<file path="src/rtl/sbus_mem_slave.sv">
// -----------------------------------------------------------------------------
// sbus_mem_slave
//
// Simple bus slave fronting a 256x8 storage array. A master raises req, is
// granted the bus, then issues single-cycle start commands. Each beat spends
// WAIT_CYCLES wait states followed by one ACCESS cycle, which carries the rdy
// completion pulse.
//
// Optional feature: define SBUS_BURST_EN to make mode 10 a 4-beat
// incrementing burst read (address wraps modulo 256). Without it, mode 10 is
// a plain single read.
//
// Parameters
//   WAIT_CYCLES  wait states per beat, 0..7 (default 1)
//
// Ports
//   clk    in   1  bus clock, rising edge
//   rst    in   1  asynchronous active-high reset
//   req    in   1  master requests the bus
//   gnt    out  1  bus granted (GRANT/WAIT/ACCESS)
//   start  in   1  transfer command, sampled only in GRANT
//   mode   in   2  00 read, 01 write, 10 burst read, 11 reserved
//   addr   in   8  byte address
//   wdata  in   8  write data
//   rdata  out  8  read data, valid while rdy=1, held otherwise
//   rdy    out  1  one-cycle completion pulse per beat
//   err    out  1  with rdy: reserved mode, nothing accessed
// -----------------------------------------------------------------------------
module sbus_mem_slave #(
   parameter int WAIT_CYCLES = 1
) (
   input  logic       clk,
   input  logic       rst,
   input  logic       req,
   output logic       gnt,
   input  logic       start,
   input  logic [1:0] mode,
   input  logic [7:0] addr,
   input  logic [7:0] wdata,
   output logic [7:0] rdata,
   output logic       rdy,
   output logic       err
);

   typedef enum logic [1:0] {
      IDLE   = 2'd0,
      GRANT  = 2'd1,
      WAIT   = 2'd2,
      ACCESS = 2'd3
   } state_t;

   localparam logic [1:0] M_READ  = 2'b00;
   localparam logic [1:0] M_WRITE = 2'b01;
   localparam logic [1:0] M_BURST = 2'b10;
   localparam logic [1:0] M_RSVD  = 2'b11;

   // Last value of the wait counter before moving on to ACCESS.
   localparam logic [2:0] WAIT_LAST = (WAIT_CYCLES == 0) ? 3'd0 : 3'(WAIT_CYCLES - 1);
   // First state of every beat: straight to ACCESS when there are no wait states.
   localparam state_t BEAT_ENTRY = (WAIT_CYCLES == 0) ? ACCESS : WAIT;

   state_t      state;
   state_t      state_nxt;
   logic [2:0]  wait_cnt;
   logic [1:0]  cap_mode;
   logic [7:0]  cap_addr;
   logic [7:0]  cap_wdata;
   logic        burst_more;
   logic [1:0]  rd_mode;
   logic [7:0]  rd_addr;
   logic        rd_load;

   logic [7:0]  mem [256];

`ifdef SBUS_BURST_EN
   logic [1:0]  beat;

   // Another burst beat follows the current ACCESS cycle.
   assign burst_more = (cap_mode == M_BURST) && (beat != 2'd3);
`else
   assign burst_more = 1'b0;
`endif

   // State register
   always_ff @(posedge clk or posedge rst) begin
      if (rst) begin
         state <= IDLE;
      end else begin
         state <= state_nxt;
      end
   end

   // Next state and bus outputs
   always_comb begin
      state_nxt = state;
      gnt       = 1'b0;
      rdy       = 1'b0;
      err       = 1'b0;
      case (state)
         IDLE: begin
            if (req) begin
               state_nxt = GRANT;
            end
         end
         GRANT: begin
            gnt = 1'b1;
            if (!req) begin
               state_nxt = IDLE;
            end else if (start) begin
               state_nxt = BEAT_ENTRY;
            end
         end
         WAIT: begin
            gnt = 1'b1;
            if (wait_cnt == WAIT_LAST) begin
               state_nxt = ACCESS;
            end
         end
         ACCESS: begin
            gnt = 1'b1;
            rdy = 1'b1;
            err = (cap_mode == M_RSVD);
            // req is only consulted once the whole transfer is done.
            if (burst_more) begin
               state_nxt = BEAT_ENTRY;
            end else if (req) begin
               state_nxt = GRANT;
            end else begin
               state_nxt = IDLE;
            end
         end
         default: begin
            state_nxt = IDLE;
         end
      endcase
   end

   // Wait counter restarts from zero every time WAIT is entered.
   always_ff @(posedge clk or posedge rst) begin
      if (rst) begin
         wait_cnt <= 3'd0;
      end else if (state == WAIT) begin
         wait_cnt <= wait_cnt + 3'd1;
      end else begin
         wait_cnt <= 3'd0;
      end
   end

   // Command capture on an accepted start
   always_ff @(posedge clk or posedge rst) begin
      if (rst) begin
         cap_mode  <= 2'b00;
         cap_addr  <= 8'h00;
         cap_wdata <= 8'h00;
      end else if ((state == GRANT) && req && start) begin
         cap_mode  <= mode;
         cap_addr  <= addr;
         cap_wdata <= wdata;
      end
   end

`ifdef SBUS_BURST_EN
   // Beat counter
   always_ff @(posedge clk or posedge rst) begin
      if (rst) begin
         beat <= 2'd0;
      end else if (state == GRANT) begin
         beat <= 2'd0;
      end else if ((state == ACCESS) && burst_more) begin
         beat <= beat + 2'd1;
      end
   end
`endif

   // The read is issued on the edge that enters ACCESS so rdata is already
   // valid during the rdy cycle. Coming straight from GRANT (no wait states)
   // the command has not been captured yet, so the live inputs are used.
   always_comb begin
      rd_mode = cap_mode;
      rd_addr = cap_addr;
      if (state == GRANT) begin
         rd_mode = mode;
         rd_addr = addr;
      end
`ifdef SBUS_BURST_EN
      else if (state == ACCESS) begin
         rd_addr = cap_addr + {6'd0, beat} + 8'd1;
      end else begin
         rd_addr = cap_addr + {6'd0, beat};
      end
`endif
   end

   assign rd_load = (state_nxt == ACCESS) &&
                    ((rd_mode == M_READ) || (rd_mode == M_BURST));

   // Read data register: only read beats update it, so it holds otherwise.
   always_ff @(posedge clk or posedge rst) begin
      if (rst) begin
         rdata <= 8'h00;
      end else if (rd_load) begin
         rdata <= mem[rd_addr];
      end
   end

   // Storage array, not reset. A write commits only at the end of ACCESS, so
   // a reset earlier in the transfer leaves the array untouched.
   always_ff @(posedge clk) begin
      if ((state == ACCESS) && (cap_mode == M_WRITE)) begin
         mem[cap_addr] <= cap_wdata;
      end
   end

endmodule

</file>
<file path="config.mk">
export PLATFORM = sky130hd
export DESIGN_NAME = sbus_mem_slave
export DESIGN_NICKNAME = d
export VERILOG_FILES = /design/src/rtl/sbus_mem_slave.sv
export SDC_FILE = /design/constraint.sdc
export NUM_CORES = 2
export LEC_CHECK = 0
export CAP_MARGIN = 20
export CORE_AREA = 3 3 458 460
export DETAILED_ROUTE_END_ITERATION = 12
export DIE_AREA = 0 0 461 463
export PLACE_DENSITY_LB_ADDON = 0.3
export SYNTH_ARGS = -nofsm -noshare
export SYNTH_HDL_FRONTEND = slang
export SYNTH_SLANG_ARGS = --single-unit
</file>
<file path="constraint.sdc">
create_clock -name clk -period 11 [get_ports clk]
set_input_delay 2.2 -clock clk [delete_from_list [all_inputs] [get_ports clk]]
set_output_delay 2.2 -clock clk [all_outputs]
set_load 0.1 [all_outputs]
</file>
# Word-level counts from Yosys, hierarchy flattened
# Memories as Yosys holds them, arrays and structs flattened. A register that Yosys moved wholly into a read port is not among the register bits.
# Index checks and enable logic that the tools add are counted.
word_totals:
  latch_bits: 0
  elab_cells: 37
  register_bits: 23
  inputBits: 22
  rom_bits: 0
  mem_count: 1
  output_inout_bits: 11
  ram_bits: 2048
memory_table:
  columns: ["memory", "words", "word_bits", "rd", "rd_ports_with_merged_regs", "wr", "line_no", "rtl"]
  rows:
  - ["mem", 256, 8, 1, 1, 1, "73", "logic [7:0] mem [256];"]
op_classes:
  order_cmp: 0
  n_mux: 14
  bitwise: 0
  add_sub_neg: 1
  n_reduce_logical: 9
  shift: 0
  n_div: 0
  n_mul: 0
  n_eq_ne: 7
ops:
  columns: ["operator", "n"]
  rows:
  - ["== test 2 bit (second input constant)", 5]
  - ["two-way mux 2 bit", 5]
  - ["two-way mux 8 bit", 1]
  - ["one-hot mux 2 bit (4 select lines)", 1]
  - ["two-way mux 1 bit", 6]
  - ["== test 2 x 1 -> 1 bit (second input constant)", 2]
  - ["logical AND 1 bit", 4]
  - ["logical NOT 2 bit", 2]
  - ["adder 3 x 1 -> 3 bit (second input constant)", 1]
  - ["logical NOT 3 bit", 1]
  - ["two-way mux 3 bit", 1]
  - ["OR reduction 3 bit", 1]
  - ["logical OR 1 bit", 1]

# Depth between registers and ports, before layout
logic_depth:
  word_depth: 5
  depth_mapped: 15
  ltp_nobuf: 10

# Worst setup path after synthesis
# OpenSTA, ideal clock, no wires.
synth_path:
  path_kind: "reg2out"
  from: "reg state[0]"
  to: "out err"
  n_path_buf: 1
  stages_incl_launch_ff: 4
  required_time_ns: 8.800
  slack_ns: 6.607
  t_arrival_ns: 2.193
  path_cell_list: "dfrtp_1 -> buf_4 -> and2_1 -> and3_1"
synth_via:
  elab_chain_len: 2
synth_lines:
  columns: ["item", "line_no", "rtl"]
  rows:
  - ["start, declared", "62", "state_t state;"]
  - ["start signal, assigned", "89", "state <= state_nxt;"]
  - ["== test 2 bit", "99", "case (state)"]
  - ["two-way mux 1 bit", "99", null]
  - ["end, declared", "42", "output logic err"]
# No other way between the ends.

# Final worst setup path
layout_path:
  from: "in addr[4]"
  to: "reg rdata[7], read port of mem"
layout_via:
  elab_chain_len: 1
layout_lines:
  columns: ["item", "line_no", "rtl"]
  rows:
  - ["start, declared", "38", "input logic [7:0] addr,"]
  - ["two-way mux 8 bit", "181", "if (state == GRANT) begin"]
  - ["end, declared", "40", "output logic [7:0] rdata,"]
# No other way between the ends.
# A chain may end at the register's enable or synchronous reset.

==> impl_metrics.yaml <==
yosys:
  ys_seq_area_share_pct: 75.8
  syn_inst: 5735
  yosysTopAreaCell: "edfxtp_1"
  synth_ff_type: "edfxtp_1"
  synthTopCellsByArea: "edfxtp_1, nand2_1, nand3_1"
  synth_warnings: 0
  netlist_area_um2: 82200
  syn_nets: 5759
  synth_common_cells: "edfxtp_1, nand2_1, nand3_1, nor2_1, buf_2"
  synth_edf_count: 2048
  ys_ff_latch: 2079
  synth.most_common_cell: "edfxtp_1"
  async_flop_share_pct: 1.49
  synth.distinct_cells: 80
  synth_top_area_share_pct: 74.8
  syn_area_per_cell_um2: 14.3
worst_setup_path:
  ff2ff_setup_slack_ns: 5.57
  worstPathArrival_ns: 7.58
  reg2reg_depth: 9
  crit_type: "input port to flop"
  critPathLaunchType: "input port"
  worst_path_max_delay_cell: "nor2_1"
  crit_required_ns: 11.77
  crit_chain: "clkdlybuf4s50_1 -> nor4bb_1 -> a31o_2 -> nand2_1 -> nor2_1 -> a22oi_1 -> nand4_1 -> nor4_1 -> a211oi_1 -> o41a_1"
  crit_family: "simple AND/OR/NAND/NOR gates"
  critPathMaxFanout: 14
  crit_path_end_kind: "flop"
  timing.rr.end: "rdata[0]"
  critical-path-max-stage-delay_ns: 1.07
  timing.rr.start: "state[0]"
  crit_buf_inv: 1
sta:
  fmax_mhz: 147
  rsz0062_at_grt: "false"
  worstMarginPinSlew_ns: 1.24
  setup_viol: 0
  maxSlewHeadroom_pct: 17.4
  fin_tns_setup_ns: 0
  finalMaxSlewViolations: 0
  min_period_ns: 6.81
  min_period_over_period_pct: 61.9
  fin_skew_ns: 0.0541
  hold_viol: 0
  layout_setup_ws_ns: 4.19
floorplan:
  die_area_um2: 213000
  die_x_um: 461
  fp.dieH_um: 463
  initial_core_util_pct: 39.8
  core-area_um2: 206000
  num_rows: 167
  io_pins: 33
clocking:
  insertion_delay_ns: 0.86
  clock-sinks: 2079
  root_buffer: "clkbuf_16"
  htreeDepth: 4
  post_cts_buffers: 0
  cts_tree: "yes"
  clk_pin_slew_ns: 0.06
  cts-hold-fix-buffers: 0
  clock_path_buffers: 3
  cts_buffers: 208
  post_cts_resized: 0
placement:
  place_congestion: 0.868
  dp_hpwl_mm: 148
  pre_cts_slack_ns: 3.77
  port_buffers: 32
  placed_cell_area_um2: 85000
power:
  leakage_nw: 29.6
  ir_drop_uv: 306
  power.density_nw_per_um2: 302
grt:
  grt_pass1_vias: 48200
  grt_usage_pct: 22.7
  grt_max_degree: 187
  grt_pass1_wl_mm: 352
  antenna_found_initial: 3
  grt-ovfl-total: 0
drt:
  vias_per_cell: 5.88
  routed_wl_mm: 246
  post_drt_wl_per_cell_um: 28.7
  drt-initial-drc-count: 6682
  dr_total_vias: 50600
  dr.pass1.iters: 5
  drcViolationCount: 0
  ant_nets: 0
job:
  drv_cap: 0
hold_path:
  hp-start: "wait_cnt[0]"
  holdPathStages: 1
  min_path_type: "flop to flop"
  hold_path_end: "wait_cnt[0]"
run_status:
  status: "completed"
cells_and_area:
  fill_cells: 18100
  design_area_um2: 91800
  layout-drive-gt1-share_pct: 9.36
  nets: 5749
  final_util_pct: 44.5
  areaGrowthSynthToFinish_pct: 11.7
==> final cells by class <==
cell class	count	area, µm²	area share (%)
inverter	6	22.5	0.0245
sequential	2079	62300	67.8
clock buffer	266	5550	6.04
timing repair buffer	139	1290	1.41
tap	2704	3380	3.68
multi-input combinational	3291	18000	19.6
antenna	2	5.00	0.00545
clock inverter	114	1240	1.35
==> where the power goes <==
group          switching (W)  internal (W)
sequential          0.000455       0.00995
combinational        0.00771       0.00249
clock                0.00305       0.00406
==> worst max path at each step <==
stage              from  cells after the start       end  slack, ns
6_report        addr[4]                     10  rdata[7]       4.19
5_1_grt         addr[2]                     13  rdata[7]       4.33
4_1_cts         addr[2]                     12  rdata[4]       4.60
3_5_place_dp    addr[0]                     11  rdata[2]       3.77
3_3_place_gp    addr[2]                     12  rdata[4]       3.74
2_1_floorplan  state[0]                      3       err       6.61
==> worst register-to-register path: stages, from the launching register on <==
cell,delay [ns]
dfrtp_1,0.66
nor2b_4,0.23
buf_4,0.42
mux2i_4,0.75
buf_4,0.61
nor2_1,0.45
a221oi_1,0.69
o22ai_1,0.44
a211oi_1,0.83
nor4_1,0.17
==> layout by cell type, fill, tap and decap left out, types with 25 or more instances in the layout <==
cell	netlist	routed
edfxtp_1	2048	2048
a21oi_1	79	79
nor2_1	300	297
and3_1	39	39
a31oi_1	160	160
nand3_1	515	511
mux2i_1	118	116
clkbuf_16	0	211
clkdlybuf4s50_1	0	32
clkinv_2	0	36
mux4_2	88	88
nand4_1	131	131
clkbuf_1	71	49
nand2_1	1480	1480
buf_4	46	91
o22ai_1	25	25
a32oi_1	70	70
a22oi_1	50	50
clkinv_1	0	40
==> routing by layer <==
layer	vias up	wire [µm]	part of all wire (%)	GRT usage, %
met2	2821	113000	46	34.7
met1	25700	98300	40	31.6
li1	21500	-	-	-
met3	478	25800	10	5.43
met4	2	9190	3.7	8.06
met5	-	13	0.0053	0
==> flip-flops by register name (all words and copies together), names as in the netlist <==
name       flops
cap_mode       2
state          2
cap_addr       8
wait_cnt       3
rdata          8
cap_wdata      8
mem         2048
==> metrics by stage <==
stage	hold slack, ns	total power (W)	std cells
6_report	0.464	0.0277	8601
5_1_grt	0.501	0.0286	8599
4_1_cts	0.468	0.0276	8596
3_5_place_dp	0.461	0.0206	8216
3_3_place_gp	0.443	0.0205	8209
2_1_floorplan	0.432	0.0168	5735
==> cell families after synthesis <==
group | share of synthesized area [%]
simple gates | 13.2
compound gates | 4.38
xor+xnor | 0.0107
fa+ha+maj | 0.0304
buf+inv | 2.43
flops | 75.8
mux | 4.15
Power figures use the tool's default switching activity.
